==> config.mk <==
export PLATFORM = sky130hd
export DESIGN_NAME = uart_tx_fifo
export DESIGN_NICKNAME = d
export VERILOG_FILES = /design/src/rtl/uart_tx_fifo.sv
export SDC_FILE = /design/constraint.sdc
export NUM_CORES = 1
export LEC_CHECK = 0
export ABC_AREA = 1
export CAP_MARGIN = 5
export CORE_ASPECT_RATIO = 1.75
export CORE_MARGIN = 10
export CORE_UTILIZATION = 54
export DETAILED_ROUTE_END_ITERATION = 7
export PLACE_DENSITY_LB_ADDON = 0.2
export SYNTH_ARGS = -nofsm -noshare
export SYNTH_HDL_FRONTEND = slang
export SYNTH_SLANG_ARGS = --single-unit
==> constraint.sdc <==
create_clock -name clk -period 2.13 [get_ports clk]
set_input_delay 0.426 -clock clk [delete_from_list [all_inputs] [get_ports clk]]
set_output_delay 0.426 -clock clk [all_outputs]
set_load 0.01 [all_outputs]
==> src/rtl/uart_tx_fifo.sv <==
// ---------------------------------------------------------------------------
// uart_tx_fifo
//
// Byte queue plus launch controller placed directly in front of uart_tx.
// Producers push bytes at core-clock rate; the block hands them one at a
// time to uart_tx through its level start / tx_busy handshake. This lets a
// burst of bytes be queued without waiting out each serial frame.
//
// Handshake with uart_tx:
//   tx_start is a level request. It rises one cycle after a pop, stays high
//   (with tx_data stable) until tx_busy is sampled high, then drops. The next
//   pop waits for tx_busy to be sampled low and at least one IDLE cycle.
//   Nothing here aborts a frame that uart_tx has already started.
//
// Parameters:
//   DEPTH  - FIFO entries (power of two, >= 2)
//   DATA_W - byte width (must match uart_tx)
//
// Ports:
//   clk, rst        - clock, synchronous active-high reset
//   wr_en, wr_data  - single-cycle push request and its byte
//   full, empty     - occupancy flags (count == DEPTH / count == 0)
//   count           - bytes stored, excluding the one held in tx_data
//   tx_data         - byte presented to uart_tx
//   tx_start        - start request to uart_tx
//   tx_busy         - busy indication from uart_tx
//   overflow        - one-cycle pulse after a push was dropped while full
//   drop_count      - saturating count of dropped pushes
//
// Optional feature (macro UART_TX_FIFO_DROP_CNT_EN):
//   defined   - drop_count counts dropped pushes, saturating at 8'hFF,
//               cleared only by rst
//   undefined - drop_count is tied to 8'h00 and no counter is built
//
// The launch FSM state is held in state_q for checker binding.
// ---------------------------------------------------------------------------
module uart_tx_fifo #(
  parameter int DEPTH  = 16,
  parameter int DATA_W = 8
) (
  input  logic                     clk,
  input  logic                     rst,
  input  logic                     wr_en,
  input  logic [DATA_W-1:0]        wr_data,
  output logic                     full,
  output logic                     empty,
  output logic [$clog2(DEPTH):0]   count,
  output logic [DATA_W-1:0]        tx_data,
  output logic                     tx_start,
  input  logic                     tx_busy,
  output logic                     overflow,
  output logic [7:0]               drop_count
);

  localparam int PW = $clog2(DEPTH);
  localparam int CW = PW + 1;

  localparam logic [PW-1:0] PTR_ONE = PW'(1);
  localparam logic [CW-1:0] CNT_ONE = CW'(1);
  localparam logic [CW-1:0] CNT_MAX = CW'(DEPTH);

  typedef enum logic [1:0] {
    ST_IDLE  = 2'd0,
    ST_START = 2'd1,
    ST_BUSY  = 2'd2
  } state_e;

  state_e              state_q, state_d;
  logic [PW-1:0]       wr_ptr_q, wr_ptr_d;
  logic [PW-1:0]       rd_ptr_q, rd_ptr_d;
  logic [CW-1:0]       count_q, count_d;
  logic [DATA_W-1:0]   tx_data_q, tx_data_d;
  logic                tx_start_q, tx_start_d;
  logic                overflow_q, overflow_d;
  logic [DATA_W-1:0]   mem_q [DEPTH];

  logic full_w;
  logic empty_w;
  logic push;
  logic pop;

  // Flags come from the pre-edge count, so a push while full is dropped
  // even when a pop frees a slot in the same cycle.
  assign full_w  = (count_q == CNT_MAX);
  assign empty_w = (count_q == '0);
  assign push    = wr_en & ~full_w;

  // Push/pop can never hit the same slot: a pop needs ~empty, and with
  // ~empty & ~full the two pointers differ.
  always_ff @(posedge clk) begin
    if (push) begin
      mem_q[wr_ptr_q] <= wr_data;
    end
  end

  // Launch FSM and datapath next-state.
  always_comb begin
    state_d    = state_q;
    tx_start_d = tx_start_q;
    tx_data_d  = tx_data_q;
    pop        = 1'b0;
    unique case (state_q)
      ST_IDLE: begin
        if (!empty_w && !tx_busy) begin
          pop        = 1'b1;
          tx_data_d  = mem_q[rd_ptr_q];
          tx_start_d = 1'b1;
          state_d    = ST_START;
        end
      end
      ST_START: begin
        if (tx_busy) begin
          tx_start_d = 1'b0;
          state_d    = ST_BUSY;
        end
      end
      ST_BUSY: begin
        if (!tx_busy) begin
          state_d = ST_IDLE;
        end
      end
      default: begin
        tx_start_d = 1'b0;
        state_d    = ST_IDLE;
      end
    endcase
  end

  always_comb begin
    wr_ptr_d   = push ? (wr_ptr_q + PTR_ONE) : wr_ptr_q;
    rd_ptr_d   = pop  ? (rd_ptr_q + PTR_ONE) : rd_ptr_q;
    overflow_d = wr_en & full_w;
    count_d    = count_q;
    unique case ({push, pop})
      2'b10:   count_d = count_q + CNT_ONE;
      2'b01:   count_d = count_q - CNT_ONE;
      default: count_d = count_q;
    endcase
  end

  always_ff @(posedge clk) begin
    if (rst) begin
      state_q    <= ST_IDLE;
      wr_ptr_q   <= '0;
      rd_ptr_q   <= '0;
      count_q    <= '0;
      tx_data_q  <= '0;
      tx_start_q <= 1'b0;
      overflow_q <= 1'b0;
    end else begin
      state_q    <= state_d;
      wr_ptr_q   <= wr_ptr_d;
      rd_ptr_q   <= rd_ptr_d;
      count_q    <= count_d;
      tx_data_q  <= tx_data_d;
      tx_start_q <= tx_start_d;
      overflow_q <= overflow_d;
    end
  end

`ifdef UART_TX_FIFO_DROP_CNT_EN
  logic [7:0] drop_cnt_q;

  always_ff @(posedge clk) begin
    if (rst) begin
      drop_cnt_q <= 8'h00;
    end else if (wr_en && full_w && (drop_cnt_q != 8'hFF)) begin
      drop_cnt_q <= drop_cnt_q + 8'h01;
    end
  end

  assign drop_count = drop_cnt_q;
`else
  assign drop_count = 8'h00;
`endif

  assign full     = full_w;
  assign empty    = empty_w;
  assign count    = count_q;
  assign tx_data  = tx_data_q;
  assign tx_start = tx_start_q;
  assign overflow = overflow_q;

endmodule

==> flow_summary_export.csv, run 1 <==
group,metric,value,unit
run_status,outcome,"finished clean",
sta,drv_slew,0,
power_and_ir_drop,p_leak,3.382,nW
synthesis,syn_inst,688,
placed_design,hpwl,9.916,mm
sta,skew,9.176,ps
clock_network,insertion_delay,420,ps
die,start_util,0.5467,
die,die_h,168,um
sta,post-route-period-util,0.8977,
hold_path,hold_path.class,"register to register",
synthesis,synth.most_common_cell,"nand2_1",
clock_network,cts_tree,"built",
synthesis,synth_edf_count,128,
synthesis,yosysUniqueCellTypes,25,
worst_setup_path,startpoint_type,"register",
power_and_ir_drop,pwr-share-clk,0.325,
worst_setup_path,worstSetupPathType,"register to output port",
power_and_ir_drop,swShare,0.3174,
worst_setup_path,crit_required,1700,ps
power_and_ir_drop,internal_power,0.006254,W
power_and_ir_drop,power_frac_comb,0.285,
drt,dr.first_iter.drc_count,375,
drt,drt-wirelength-per-cell,16.20,um
synthesis,synth.area.top_cells,"edfxtp_1 57%, nand2_1 12%, dfxtp_1 7.4%, nand3_1 6.9%, inv_1 4.7%",
synthesis,async_reset_ff_frac,0,
synthesis,avgSynthCellArea,9.824,um2
clock_network,clock_path_buffers,2,
placed_design,place_congestion,0.8597,
synthesis,synth-seq-cells,153,
power_and_ir_drop,ir_drop,0.8058,mV
synthesis,synth_top_area_frac,0.5687,
sta,slew_headroom,0.5605,
global_route,antenna_found_initial,0,
die,rows,54,
finish,final_nets,760,
power_and_ir_drop,powerDensity,1152,nW/um2
synthesis,synth_top_area_cell,"edfxtp_1",
clock_network,path_clk_slew,60,ps
global_route,grt.overflow.total,0,
die,die_w,104.6,um
drt,vias,4714,
clock_network,cts_buffers,17,
sta,fin_hold_ws,471.2,ps
flow_run,drv_cap,0,
placed_design,io_buffers,28,
finish,areaGrowthSynthToFinish,17.62,%
sta,setup_violations,0,
power_and_ir_drop,power_frac_seq,0.391,
finish,drive_gt1_frac,0.1092,
clock_network,cts_root_buf,"clkbuf_16",
sta,rsz0062_at_grt,"false",
finish,postLayoutCoreUtil,0.6430,
synthesis,seq_area_frac_synth,0.6427,
drt,drtPass1Iterations,5,
die,core_region_area,12360,um2
synthesis,synth_common_cells,"223 x nand2_1, 128 x edfxtp_1, 93 x nand3_1, 85 x inv_1, 43 x nor2_1",
synthesis,synth_warnings,0,
sta,max_freq,0.5230,GHz
worst_setup_path,end_kind,"output port",
drt,routed_wirelength,14.88,mm
clock_network,postCtsHoldBufs,0,
worst_setup_path,cp.arrival,1490,ps
sta,final_hold_viol_count,0,
global_route,grt_max_degree,68,
sta,fin_crit,1912,ps
global_route,grtUsageTotal,0.1722,
clock_network,htreeDepth,4,
drt,viasPerCell,5.129,
power_and_ir_drop,power_switching,0.002908,W
sta,tightest_slew,657.2,ps
synthesis,ys.flop_type,"edfxtp_1",
die,io-pin-count,37,
global_route,grt_pass1_wl,23.83,mm
clock_network,cts.sinks,153,
drt,drt_drc_violations_left,0,
worst_setup_path,worstPathMaxFanout,4,
finish,diodes,0,
global_route,grt_pass1_vias,4847,
synthesis,synth_area,6759,um2
die,die_area,17570,um2
drt,ant_nets,0,
==> flip-flops by register name, indices dropped and copies added (netlist names) <==
signal / flops
count: 5
mem_q: 128
overflow: 1
rd_ptr_q: 4
state_q: 2
tx_data: 8
tx_start: 1
wr_ptr_q: 4
==> area by class of cell <==
class | instances | area [um2]
clock buffers | 20 | 436.7
clock inverters | 12 | 151.4
fillers | 996 | 4414
inverters | 94 | 352.8
multi-input cells | 409 | 1881
flip-flops and latches | 153 | 4349
well taps | 168 | 210.2
repair buffers | 63 | 569.3
==> cells by family (layout without fill, tap and decap cells) <==
logic type	count (synthesis)	after routing	synth area share
simple gates	365	365	0.2221
xor+xnor	7	7	0.009071
buf+inv	133	189	0.08997
flops	153	153	0.6427
other cells	1	8	0.0005548
fa+ha+maj	10	10	0.01962
compound gates	19	19	0.01592
==> final timing paths <==
kind	start	endpoint	slack (ps)	cells after the start
worst max-delay path	count[0]	count[0]	220	2
worst min-delay path	state_q[1]	state_q[1]	470	2
worst max register to register	count[3]	count[4]	230	11
worst min register to register	state_q[1]	state_q[1]	470	2
==> what timing repair did <==
action                                  CTS  global route
gates resized for setup                   1            11
pin swaps                                 1             3
setup buffers                             1             0
endpoints found under the setup margin    1             4
==> critical path: stages (launching register included) <==
cell	delay [ps]
dfxtp_1	370
buf_4	160
clkdlybuf4s50_1	540
==> stage by stage <==
stage	TNS [ps]	worst slack (ps)	total power, W	instances	instance area [um2]
floorplan	0	22.40	0.005366	695	6788
global placement	-571.7	-202.1	0.006136	887	7312
detailed placement	-989.4	-309.4	0.006209	887	7312
CTS	0	4.336	0.009177	920	7906
global route	0	34.46	0.009676	919	7950
finish	0	218.0	0.009162	919	7950
==> layout by cell type, fill, tap and decap left out, drive strengths merged, types with 4 or more instances in the layout <==
cell type	synthesis	final
nand3	93	93
buf	34	35
o21ai	4	4
clkbuf	5	20
a211oi	5	5
edfxtp	128	128
clkinv	0	5
clkinvlp	0	4
ha	9	9
nor2	43	43
a21oi	10	10
clkdlybuf4s50	0	26
xor2	5	5
conb	1	8
nand2	225	225
dfxtp	25	25
inv	94	94
==> power groups by stage <==
| stage | logic (W) | clock network (W) | registers, W |
|---|---|---|---|
| CTS | 0.00261 | 0.00301 | 0.00356 |
| global placement | 0.00252 | 0 | 0.00361 |
| global route | 0.00294 | 0.00314 | 0.00360 |
| floorplan | 0.00171 | 0 | 0.00366 |
| detailed placement | 0.00259 | 0 | 0.00362 |
| finish | 0.00261 | 0.00297 | 0.00358 |
==> metal layers <==
| metal | GRT usage | vias up | wire (um) |
|---|---|---|---|
| li1 | - | 2302 | - |
| met1 | 0.1703 | 2238 | 5331 |
| met2 | 0.3285 | 142 | 8268 |
| met3 | 0.04205 | 32 | 841 |
| met4 | 0.07494 | 0 | 443 |
| met5 | 0 | - | 0 |
No activity file was read; power rests on OpenSTA's default activity.
==> inputs of run 2 (changes only) <==
Settings changed: CELL_PAD_IN_SITES_DETAIL_PLACEMENT set to 1, CELL_PAD_IN_SITES_GLOBAL_PLACEMENT set to 2, CORE_MARGIN 10 to unset, CORE_UTILIZATION 54 to 35.
==> flow_summary_export.csv, run 2 (synthesized netlist as in run 1, its figures left out) <==
group,metric,value,unit
run_status,outcome,"finished clean",
sta,fin_crit,2021,ps
finish,final_nets,769,
finish,final_cell_mix,"223 x nand2_1, 128 x edfxtp_1, 93 x nand3_1",
drt,drt_drc_violations_left,0,
sta,tightest_slew,671.8,ps
global_route,antenna_found_initial,0,
die,die_h,185.8,um
sta,setup_violations,0,
sta,final_hold_viol_count,0,
clock_network,cts_root_buf,"clkbuf_16",
clock_network,insertion_delay,430,ps
flow_run,drv_cap,0,
worst_setup_path,end_kind,"register",
die,die_w,107.0,um
worst_setup_path,crit_required,2480,ps
finish,final_area,8110,um2
finish,multi_input_area,1863,um2
power_and_ir_drop,p_leak,3.440,nW
placed_design,place_congestion,0.8278,
drt,drtPass1Iterations,4,
drt,drt-met1-wl,6.668,mm
clock_network,cts.sinks,153,
finish,fillers,2094,
die,core_region_area,18750,um2
drt,drt-wirelength-per-cell,18.26,um
global_route,grtUsageTotal,0.1990,
global_route,grt_max_degree,55,
sta,slew_headroom,0.5507,
worst_setup_path,worstPathMaxFanout,5,
clock_network,cts_tree,"built",
worst_setup_path,startpoint_type,"register",
finish,seq_area,4348,um2
drt,dr.max_layer_used,"met4",
drt,met2_length,10.58,mm
clock_network,cts_buffers,17,
die,rows,66,
placed_design,dpl_worst_slack,-417.5,ps
power_and_ir_drop,powerDensity,1175,nW/um2
drt,viasPerCell,4.795,
sta,fin_hold_ws,465.4,ps
finish,largest_reg_flops,128,
sta,post-route-period-util,0.9486,
clock_network,path_clk_slew,60,ps
finish,top_register,"mem_q",
global_route,grt_pass1_wl,28.39,mm
worst_setup_path,worstSetupPathType,"register to register",
die,start_util,0.3606,
clock_network,htreeDepth,4,
finish,final_common_cell,"nand2_1",
sta,drv_slew,0,
finish,areaGrowthSynthToFinish,19.99,%
sta,skew,10.12,ps
drt,routed_wirelength,18.23,mm
sta,max_freq,0.4949,GHz
global_route,grt.overflow.total,0,
die,die_area,19890,um2
hold_path,hold_path.class,"register to register",
placed_design,post_dp_cell_area,7465,um2
placed_design,hpwl,12.58,mm
clock_network,clock_path_buffers,2,
finish,drive_gt1_frac,0.1224,
finish,diodes,0,
drt,dr_wl_met3,347,um
drt,dr.first_iter.drc_count,167,
power_and_ir_drop,ir_drop,0.6672,mV
worst_setup_path,cp.arrival,2370,ps
drt,vias,4785,
die,io-pin-count,37,
global_route,grt_pass1_vias,5261,
placed_design,io_buffers,28,
sta,setup_slack,109.4,ps
drt,ant_nets,0,
-- run 2: cell types whose count changed in the layout (fill, tap and decap cells not counted), moves of 2 or more --
cell,previous run,this run
clkbuf_1,3,1
inv_6,0,3
buf_4,33,41
dfxtp_2,1,3
-- run 2: worst max-delay path, cell delays in order, from the launching register on --
cell,delay (ps)
dfxtp_1,330
nor2_2,140
nand4_1,210
nand2_2,140
inv_2,60
ha_4,190
ha_1,310
a21oi_1,130
nand2_1,90
xnor2_1,150
nand2_1,70
a21oi_1,130
-- run 2: worst paths after layout --
check,slack [ps],end,start,depth (start not counted)
hold reg to reg,470,state_q[1],state_q[1],2
setup / recovery,110,count[4],count[0],11
hold / removal,470,state_q[1],state_q[1],2
setup reg to reg,110,count[4],count[0],11
-- run 2: what timing repair did --
action	4_1_cts	5_1_grt
cloned	0	0
gates resized for setup	6	4
pin swaps	2	2
setup buffers	2	0
endpoints found under the hold margin	0	0
setup endpoints to repair	4	3
hold buffers	0	0
-- run 2: layout make-up --
type | count | area share
sequential | 153 | 0.5361
multi-input combinational | 409 | 0.2297
timing repair buffer | 72 | 0.08007
clock buffer | 18 | 0.05292
inverter | 94 | 0.04351
tap | 238 | 0.03672
clock inverter | 14 | 0.02098
-- run 2: per-layer routing --
metal  vias to the layer above  track usage
met2                        74       0.3941
li1                       2318            -
met1                      2357       0.1925
met5                         -            0
met4                         0       0.1008
met3                        36      0.03361
-- run 2: report_power, final --
part	switching (W)	total, W	internal [W]	leakage [nW]
Combinational	0.00180	0.00287	0.00107	1.79
Sequential	0.000137	0.00358	0.00345	1.36
Clock	0.00122	0.00307	0.00185	0.285
-- run 2: metrics by stage --
stage | utilization | total power (W) | instances | TNS (ps)
4_1_cts | 0.4319 | 0.009628 | 998 | 0
2_1_floorplan | - | 0.005366 | 695 | 0
3_5_place_dp | 0.3982 | 0.006494 | 964 | -1146
5_1_grt | 0.4327 | 0.01004 | 998 | -45.44
3_3_place_gp | 0.3982 | 0.006417 | 964 | -621.2
6_report | 0.4327 | 0.009527 | 998 | 0
==> patch, RTL diff (config.mk and constraints of run 2) <==
`DEPTH`: 16 -> 32.
--- a/src/rtl/uart_tx_fifo.sv
+++ b/src/rtl/uart_tx_fifo.sv
@@ -35,7 +35,7 @@
 // The launch FSM state is held in state_q for checker binding.
 // ---------------------------------------------------------------------------
 module uart_tx_fifo #(
-  parameter int DEPTH  = 16,
+  parameter int DEPTH  = 32,
   parameter int DATA_W = 8
 ) (
   input  logic                     clk,
Interface: changed (resized count); port bits go from 37 to 38. The function was not compared with the original's and may differ.
==> patch against run 2 <==
Area after synthesis increased by 81%. Setup slack got worse by 46 ps. Power increased by 67%. Clock power increased by 70%. Design area increased by 81%. Sequential share of layout area increased by 2.7 points. Wire length increased by 87%. Sequential cell count increased by 131. Critical path type unchanged. Largest cell class unchanged.
==> patch: results (changes against run 2) <==
[timing]
relSlewSlack_pct = 63.9  ; +8.8 points
fin_skew_ps = 12.7  ; +2.58 ps

[worst_setup_path]
cp_max_fo = 6  ; +1
arrival_ps = 2560  ; +190 ps

[synth]
synthTopCellsByCount = 374 x nand2_1, 256 x edfxtp_1, 163 x nand3_1
synth.area.top_cells = edfxtp_1 63%, nand2_1 11%, nand3_1 6.7%, dfxtp_1 4.6%, inv_1 4.0%
ys_seq_area_share_pct = 67.5  ; +3.3 points
synth_edf_count = 256  ; +100%
synth_compound_area_share_pct = 2.51  ; +0.92 points
synth_xor_xnor_area_share_pct = 0.502  ; -0.40 points
synth_fa_ha_area_share_pct = 1.19  ; -0.77 points
yosysUniqueCellTypes = 23  ; -8.0%

[placement]
place_congestion = 0.775  ; -6.4%
preCtsSetupSlack_ps = -303  ; +114 ps
io_buffers = 29  ; +3.6%
place_hpwl_um = 22000  ; +75%

[global_routing]
grt_pass1_vias = 8864  ; +68%
grt_max_degree = 91  ; +65%
grt_use_total_pct = 19.9  ; +0.031 points
grt_pass1_wl_um = 52500  ; +85%

[route]
avgRoutedWirePerCell_um = 19.1  ; +4.6%
detail_route.iter0.violations = 401  ; +140%
avgViaCountPerCell = 4.75  ; -0.86%

[final_layout]
final_layout_size_suffix_gt1_share_pct = 13.1  ; +0.86 points
final_nets = 1323  ; +72%
largest_reg_flops = 256  ; +100%
nFillCells = 3870  ; +85%

[power_and_ir_drop]
total_leakage_power_nw = 5.87  ; +71%
ir_worst_vdd_v = 0.000687  ; +3.0%

[cts]
cts_buffers = 28  ; +11
clockBufferDepth = 3  ; +1
htree_levels = 1  ; -3
clk_latency_ps = 550  ; +120 ps

[outcome]
status = finished clean

-- patch: cell count changes after synthesis, moves of 8 or more --
| cell | before | now |
|---|---|---|
| nor2_1 | 43 | 90 |
| a21oi_1 | 10 | 40 |
| nand2_1 | 223 | 374 |
| inv_1 | 85 | 129 |
| inv_2 | 9 | 1 |
| o21ai_0 | 3 | 20 |
| nand3_1 | 93 | 163 |
| edfxtp_1 | 128 | 256 |
| buf_2 | 12 | 37 |
-- patch: stage by stage --
stage / util (%) / instance area, µm² / std cells / power, mW
2_1_floorplan: - / 12300 / 1204 / 8.88
3_3_place_gp: 39.4 / 13600 / 1719 / 10.6
3_5_place_dp: 39.4 / 13600 / 1719 / 10.7
4_1_cts: 42.5 / 14700 / 1780 / 16.1
5_1_grt: 42.6 / 14700 / 1781 / 16.7
6_report: 42.6 / 14700 / 1781 / 15.9
-- patch: power by group --
group	switching, mW	internal (mW)	total [mW]	leakage, nW
logic	2.68	1.61	4.29	2.86
registers	0.110	6.27	6.38	2.54
clock network	2.14	3.09	5.22	0.470
-- patch: final cells by class --
| class | instances | area share (%) |
|---|---|---|
| inverters | 134 | 3.44 |
| clock buffers | 33 | 5.05 |
| multi-input cells | 723 | 22.1 |
| repair buffers | 129 | 7.79 |
| flip-flops and latches | 284 | 56.3 |
| clock inverters | 18 | 1.48 |
| well taps | 460 | 3.92 |
-- patch: layer usage --
metal / vias up / GRT usage (%) / part of all wire, %
li1: 4127 / - / -
met1: 4117 / 24.4 / 41
met2: 147 / 34.5 / 51
met3: 75 / 2.00 / 2.9
met4: 0 / 9.86 / 4.8
met5: - / 0 / 0
-- patch: repair_timing --
action,in CTS,in global routing
hold buffers,0,0
setup buffers,10,1
gates resized for setup,16,11
setup endpoints to repair,5,10
pin swaps,9,10
-- patch: worst max-delay path, cell delays in order (launching register included) --
cell     delay [ps]
dfxtp_2         320
nor2_2           90
nand3_1          90
nor2_2          140
nand2_1         100
nand2_2          80
inv_2            50
ha_4            200
ha_4            290
nand2_2          60
inv_2            60
nand4_1         100
nand3_1         110
xor2_1          140
nand2_1          70
a21oi_1         110
-- patch: worst paths after layout --
path	from	end	slack [ps]	cells after the start
worst max register to register	count[1]	count[5]	60	15
worst min register to register	tx_data[4]	tx_data[4]	460	2
worst max-delay path	count[1]	count[5]	60	15
worst min-delay path	tx_data[4]	tx_data[4]	460	2
-- patch: kinds of logic (layout without fill, tap and decap cells) --
| family | after synthesis | count (layout) |
|---|---|---|
| other | 1 | 8 |
| and+or+nand+nor | 636 | 636 |
| DFF | 284 | 284 |
| AOI/OAI and AO/OA | 61 | 61 |
| xor gates and xnor gates | 7 | 7 |
| adders and majority gates | 11 | 11 |
| buffers and inverters | 197 | 314 |
